===== config.mk =====
export PLATFORM = sky130hd
export DESIGN_NAME = seq_detector_flex
export DESIGN_NICKNAME = d
export VERILOG_FILES = /design/src/rtl/seq_detector_flex_pkg.sv /design/src/rtl/seq_detector_flex_sat_counter.sv /design/src/rtl/seq_detector_flex.sv
export SDC_FILE = /design/constraint.sdc
export NUM_CORES = 1
export LEC_CHECK = 0
export ABC_AREA = 1
export CORE_MARGIN = 2
export CORE_UTILIZATION = 52
export CTS_CLUSTER_DIAMETER = 40
export CTS_CLUSTER_SIZE = 28
export DETAILED_ROUTE_END_ITERATION = 8
export GPL_TIMING_DRIVEN = 1
export HOLD_SLACK_MARGIN = 0.05
export PLACE_DENSITY = 0.88
export SLEW_MARGIN = 20
export SYNTH_ARGS = -nofsm -noshare
export SYNTH_HDL_FRONTEND = slang
export SYNTH_SLANG_ARGS = --single-unit

===== constraint.sdc =====
create_clock -name clk -period 1.7 [get_ports clk]
set_clock_uncertainty 0.15 [all_clocks]
set_input_delay 0.17 -clock clk [delete_from_list [all_inputs] [get_ports clk]]
set_output_delay 0.17 -clock clk [all_outputs]
set_load 0.01 [all_outputs]

===== src/rtl/seq_detector_flex_pkg.sv =====
// Shared constants and types for the flexible serial pattern detector.
package seq_det_pkg;

    // Default pattern of the original fixed detector (MSB is the oldest bit)
    localparam logic [3:0] PAT_1101 = 4'b1101;

    // Overlap-mode selectors
    localparam bit OVL_ON  = 1'b1;
    localparam bit OVL_OFF = 1'b0;

    // Widest supported pattern; the fill counter is sized so that it can hold 0..MAX_PAT_W
    localparam int MAX_PAT_W = 16;
    localparam int FILL_W    = $clog2(MAX_PAT_W + 1);

    typedef logic [FILL_W-1:0] fill_t;

    // Advance the fill counter by one, sticking at the given ceiling
    function automatic fill_t fill_advance(input fill_t cur, input fill_t ceiling);
        fill_advance = (cur >= ceiling) ? ceiling : fill_t'(cur + fill_t'(1));
    endfunction

endpackage


===== src/rtl/seq_detector_flex_sat_counter.sv =====
// Saturating event counter with a synchronous clear; clear beats increment.
module sat_counter
    import seq_det_pkg::*;
#(
    parameter int W = 8
) (
    input  logic         clk,
    input  logic         n_rst,
    input  logic         clr,
    input  logic         inc,
    output logic [W-1:0] count
);

    localparam logic [W-1:0] COUNT_MAX = '1;

    // Count increments, parking at all-ones so a long burst never wraps to a small value
    always_ff @(posedge clk) begin
        if (!n_rst) begin
            count <= '0;
        end else if (clr) begin
            count <= '0;
        end else if (inc && (count != COUNT_MAX)) begin
            count <= count + W'(1);
        end
    end

endmodule


===== src/rtl/seq_detector_flex.sv =====
// Serial bit-pattern detector: reloadable pattern, optional overlap,
// registered Moore match flag and a saturating match tally.
module seq_detector_flex
    import seq_det_pkg::*;
#(
    parameter int               PAT_W   = 4,
    parameter logic [PAT_W-1:0] PATTERN = PAT_1101,
    parameter bit               OVERLAP = OVL_ON,
    parameter int               CNT_W   = 8
) (
    input  logic             clk,
    input  logic             n_rst,
    input  logic             i,
    input  logic             en,
    input  logic             pat_load,
    input  logic [PAT_W-1:0] pat_in,
    input  logic             clr,
    output logic             o,
    output logic [CNT_W-1:0] match_count
);

    localparam fill_t FILL_FULL = fill_t'(PAT_W);

    logic [PAT_W-1:0] hist;
    logic [PAT_W-1:0] pat;
    fill_t            fill;
    logic             m;

    logic [PAT_W-1:0] next_hist;
    fill_t            next_fill;
    logic             hit;
    logic             sample;

    // Candidate history/fill for the current bit; the fill check keeps a
    // partly-filled (zeroed) history from matching, even an all-zero pattern
    always_comb begin
        next_hist = {hist[PAT_W-2:0], i};
        next_fill = fill_advance(fill, FILL_FULL);
        hit       = (next_hist == pat) && (next_fill == FILL_FULL);
        sample    = en && !pat_load;
    end

    // Detector state: reset, then pattern reload (drops any concurrent bit), then enabled sampling
    always_ff @(posedge clk) begin
        if (!n_rst) begin
            hist <= '0;
            fill <= '0;
            pat  <= PATTERN;
            m    <= 1'b0;
        end else if (pat_load) begin
            pat  <= pat_in;
            fill <= '0;
            m    <= 1'b0;
        end else if (en) begin
            m <= hit;
            if (hit && !OVERLAP) begin
                hist <= '0;
                fill <= '0;
            end else begin
                hist <= next_hist;
                fill <= next_fill;
            end
        end
    end

    assign o = m;

    sat_counter #(
        .W (CNT_W)
    ) u_match_cnt (
        .clk   (clk),
        .n_rst (n_rst),
        .clr   (clr),
        .inc   (sample && hit),
        .count (match_count)
    );

endmodule


# ---- Word-level counts from Yosys, hierarchy flattened
# Cells that the tools add are included.
dict set report totals {
  reg_bits 21
  inputBits 10
  out_inout_bits 9
  word_cells 22
}
dict set report classes {
  n_addsub 2
  n_lt_le_gt_ge 1
  n_eq_ne 3
  muxes 1
  bitwise 2
  n_reduce_logical 8
}
# operator n
set op_table {}
lappend op_table {{$add 8x1->8 const B} 1}
lappend op_table {{$ne 8x8->1 const B} 1}
lappend op_table {{$add 5x1->5 const B} 1}
lappend op_table {{$eq 5x3->1 const B} 1}
lappend op_table {{$ge 5x3->1 const B} 1}
lappend op_table {{$mux 5} 1}
lappend op_table {{$eq 4x4->1} 1}
lappend op_table {{$logic_and 1x1->1} 4}
lappend op_table {{$reduce_or 2->1} 2}
lappend op_table {{$not 1->1} 2}
lappend op_table {{$reduce_and 2->1} 1}
lappend op_table {{$logic_not 1->1} 1}

# ---- Depth between registers and ports, before layout
dict set report logic_depth {
  word_depth 6
  mapped_depth 8
  depth_no_buf 8
}

# ---- By module
# A second synthesis with hierarchy kept.
dict set report unflattened {
  cells_unflattened 151
  area_unflattened_um2 1062.3
}
# mod n_inst cells_each area_per_inst_um2 seq_area_each_um2
set modules_own_cells {}
lappend modules_own_cells {seq_detector_flex 1 79 599.3 260.2}
lappend modules_own_cells {sat_counter 1 72 462.9 160.2}

# ---- Worst setup path after synthesis
# OpenSTA, ideal clock, no wires.
dict set report synth_timing {
  path_type {register to register}
  startpoint {reg u_match_cnt.count[0]}
  endpoint {reg u_match_cnt.count[2]}
  setup_time_ps 123
  arrival_time_ps 1254
  required_time_ps 1427
  slack_ps 173
  path_stages_with_launch 8
  n_path_buf 0
  period_less_slack_ps 1527
  cell_sequence {dfxtp_1 -> ha_1 -> inv_1 -> nor2_4 -> a21oi_4 -> nand3_4 -> nand2_1 -> a21oi_1}
}
dict set report synth_between {
  elab_chain_cells 2
  word_cells_on_any_way 3
  classes_between {add/sub (1); eq/ne (1); reduce/logical (1)}
}
# element line
set synth_rtl {}
lappend synth_rtl {{start, declared} seq_detector_flex_sat_counter.sv:11} ;# output logic [W-1:0] count
lappend synth_rtl {{start signal, assigned} seq_detector_flex_sat_counter.sv:23} ;# count <= count + W'(1);
lappend synth_rtl {{parallel branches: the longest is 2 deep, another holds $add 8x1->8} -}
# Several ways; the timed one is not identified.
# A chain may end at the register's enable or synchronous reset.

# ---- Worst setup path in the final report
dict set report layout_timing {
  startpoint {reg u_match_cnt.count[7]}
  endpoint {out match_count[7]}
}
# element line
set layout_lines {}
lappend layout_lines {{end, declared} seq_detector_flex.sv:19} ;# output logic [CNT_W-1:0] match_count
# No word-level cell between the ends.

==> results by group <==
Power
  – Int Power: 0.000663 W
  – Clock network power share: 27.5%
  – Switching share of total power: 27.8%
  – Leakage: 0.673 nW
  – Power per Cell Area: 610 nW/µm²
  – Comb power frac: 16.0%
  – Max IR drop VDD: 0.000490 V
  – Sequential power share: 56.5%
  – Power Total: 0.000918 W
  – Net switching power: 0.000256 W

Synth
  – Synth cell types: 21
  – Synth Cell Area: 1150 µm²
  – Post-synthesis sequential area ratio: 36.5%
  – Mean Syn Cell Area: 7.24 µm²
  – Post-synth EDFFs: 0
  – Synth warn: 0
  – Mapped Cells: 159
  – Synth top area cells: dfxtp_1 37%, nand2_1 10%, a21oi_1 7.8%
  – Mapped Nets: 172
  – FF+latch count, synth: 21
  – Post-synth top area share: 36.5%
  – Asr flop ratio synth: 0%
  – Top FF cell, synth: dfxtp_1
  – Cell taking the most area after synthesis: dfxtp_1

Routing
  – DRT Wirelength: 2670 µm
  – DR top layer: met4
  – Met3 wire length: 138 µm
  – Vias per cell: 5.17
  – WL met1: 1110 µm
  – DRT Pass-1 Iters: 4
  – Post-DR wirelength/cell: 12.2 µm
  – DR vias: 1126
  – Final routed DRC violation total: 0
  – Routed met2 length: 1370 µm
  – Number of nets still failing antenna checks after routing: 0
  – Iteration-0 DRC Markers: 14

STA
  – Share of the clock period used by the worst path: 96.9%
  – Final setup vio count: 0
  – Rel. slew slack: 80.2%
  – Final hold viol count: 0
  – Fin crit period: 1650 ps
  – RSZ-0062 raised after global routing: true
  – Min Hold Slack: 286 ps
  – Worst Tran Pin Value: 297 ps
  – Fmax: 0.607 GHz
  – Number of slew-limit violations in the final report: 0

Clock tree
  – CTS Buf Count: 3
  – Hold buffers post-CTS: 0
  – CTS H-tree depth: 1
  – CTS tree: done
  – CTS max path bufs: 2
  – Clk_lat worst skew: 320 ps
  – CTS Root Buffer Type: clkbuf_4
  – Clk slew on worst S/H paths: 120 ps
  – Clock sink count: 21

Worst setup path
  – R2r setup slk: 110 ps
  – Required time of the critical path: 1380 ps
  – Worst Setup Start Kind: flop
  – Buf+Inv Stages, Crit Path: 1
  – Kind of critical path: reg2out
  – Cell family with most CP delay: buffers and inverters
  – Crit-path max FO: 5
  – Worst EP arrival: 1330 ps
  – Slowest-stage cell, CP: clkdlybuf4s50_1
  – CP max stage delay: 570 ps
  – Crit. End Element: output port
  – Worst-path cell chain: clkdlybuf4s50_1

GRT
  – Global-route wire length before repair: 4520 µm
  – Initial antenna violation count: 0
  – Total grt overflow: 0
  – Total GRT Usage: 23.1%
  – Largest net degree at the start of global routing: 13
  – Vias in the first global route: 1097

Die
  – Initial core utilization: 53.6%
  – Row cnt: 17
  – Number of I/O pins: 19
  – Die area: 2610 µm²
  – Die Span Y: 51.1 µm
  – Die X-Extent: 51.1 µm
  – CORE AREA: 2150 µm²

Final layout
  – N_diodes: 0
  – Fillers: 175
  – Commonest non-fill, non-tap cell in the layout: nand2_1
  – Most frequent cells in the layout: 29 x nand2_1, 24 x inv_1, 18 x clkdlybuf4s50_1
  – Share of layout cells above drive strength 1: 22.1%
  – Final nets: 204
  – Syn-to-layout area delta: 30.8%

Placed design
  – GPL Wtd Cong: 0.772
  – I/O Buffers: 18
  – Dpl hpwl: 1930 µm

Min path
  – Hold/Removal Path Class: in2reg

Outcome
  – Status: complete, no violations

Run
  – Max-cap violations: 0
==> path summary, 6_finish.rpt <==
path / from / to / cells past startpoint
worst min register to register: fill[4] / fill[4] / 2
worst min-delay path: pat_in[2] / pat[2] / 3
worst max-delay path: u_match_cnt.count[7] / match_count[7] / 1
worst max register to register: fill[0] / u_match_cnt.count[1] / 8
==> layer usage <==
metal  GRT usage [%]  vias up
li1                -      568
met3            6.73        6
met2            40.9       30
met4            11.3        0
met1            24.9      522
met5               0        -
==> registers in the layout (all words and copies together) (netlist names) <==
signal             count
hist                   3
pat                    4
fill                   5
o                      1
u_match_cnt.count      8
==> power by group through the flow <==
stage | Clock (W) | Sequential (W) | Combinational, W
2_1_floorplan | 0 | 0.000526 | 0.0000793
3_3_place_gp | 0 | 0.000528 | 0.000132
3_5_place_dp | 0 | 0.000529 | 0.000137
4_1_cts | 0.000264 | 0.000518 | 0.000139
5_1_grt | 0.000284 | 0.000520 | 0.000163
6_report | 0.000253 | 0.000519 | 0.000147
==> synth_stat cells (2+ instances only) <==
cell     number
nand3_1      12
xnor2_1       2
nand2_2       5
ha_1          3
inv_2         3
dfxtp_1      21
xor2_1        3
nand3_2       2
nor2_1       11
nand2_1      32
a21oi_1      18
nor2_4        3
o21ai_0      12
inv_1        24
nand4_1       2
==> final cells by class <==
cell class	instances	area, µm²	area share (%)
Multi-Input combinational cell	111	653	43.4
Sequential cell	21	428	28.4
Timing Repair Buffer	27	260	17.3
Inverter	27	101	6.73
Tap cell	28	35.0	2.33
Clock buffer	3	22.5	1.50
Clock inverter	1	5.00	0.333
==> per-stage QoR <==
stage | area, µm² | utilization [%] | setup TNS [ps] | instances | worst slack [ps]
finish | 1510 | 70.1 | 0 | 218 | 53.0
global route | 1510 | 70.1 | -68.2 | 218 | -17.0
CTS | 1450 | 67.7 | 0 | 215 | 6.60
detailed placement | 1420 | 66.3 | -15.3 | 211 | -10.5
global placement | 1420 | 66.3 | 0 | 211 | 60.3
floorplan | 1150 | - | 0 | 159 | 173
==> cell families after synthesis <==
logic type               after synthesis  synth area share (%)
AND/OR/NAND/NOR                       72                  33.2
flip-flops                            21                  36.5
XOR/XNOR                               5                  3.81
buffers and inverters                 27                  8.80
AO/OA/AOI/OAI                         31                  14.5
adder cells (fa/ha/maj)                3                  3.26
==> timing repair <==
| action | in CTS | in global routing |
|---|---|---|
| buffers inserted | 0 | 3 |
| resized for setup | 1 | 12 |
| setup endpoints to repair | 7 | 11 |
| pin swaps | 0 | 4 |
(Power assumes the default switching activity.)
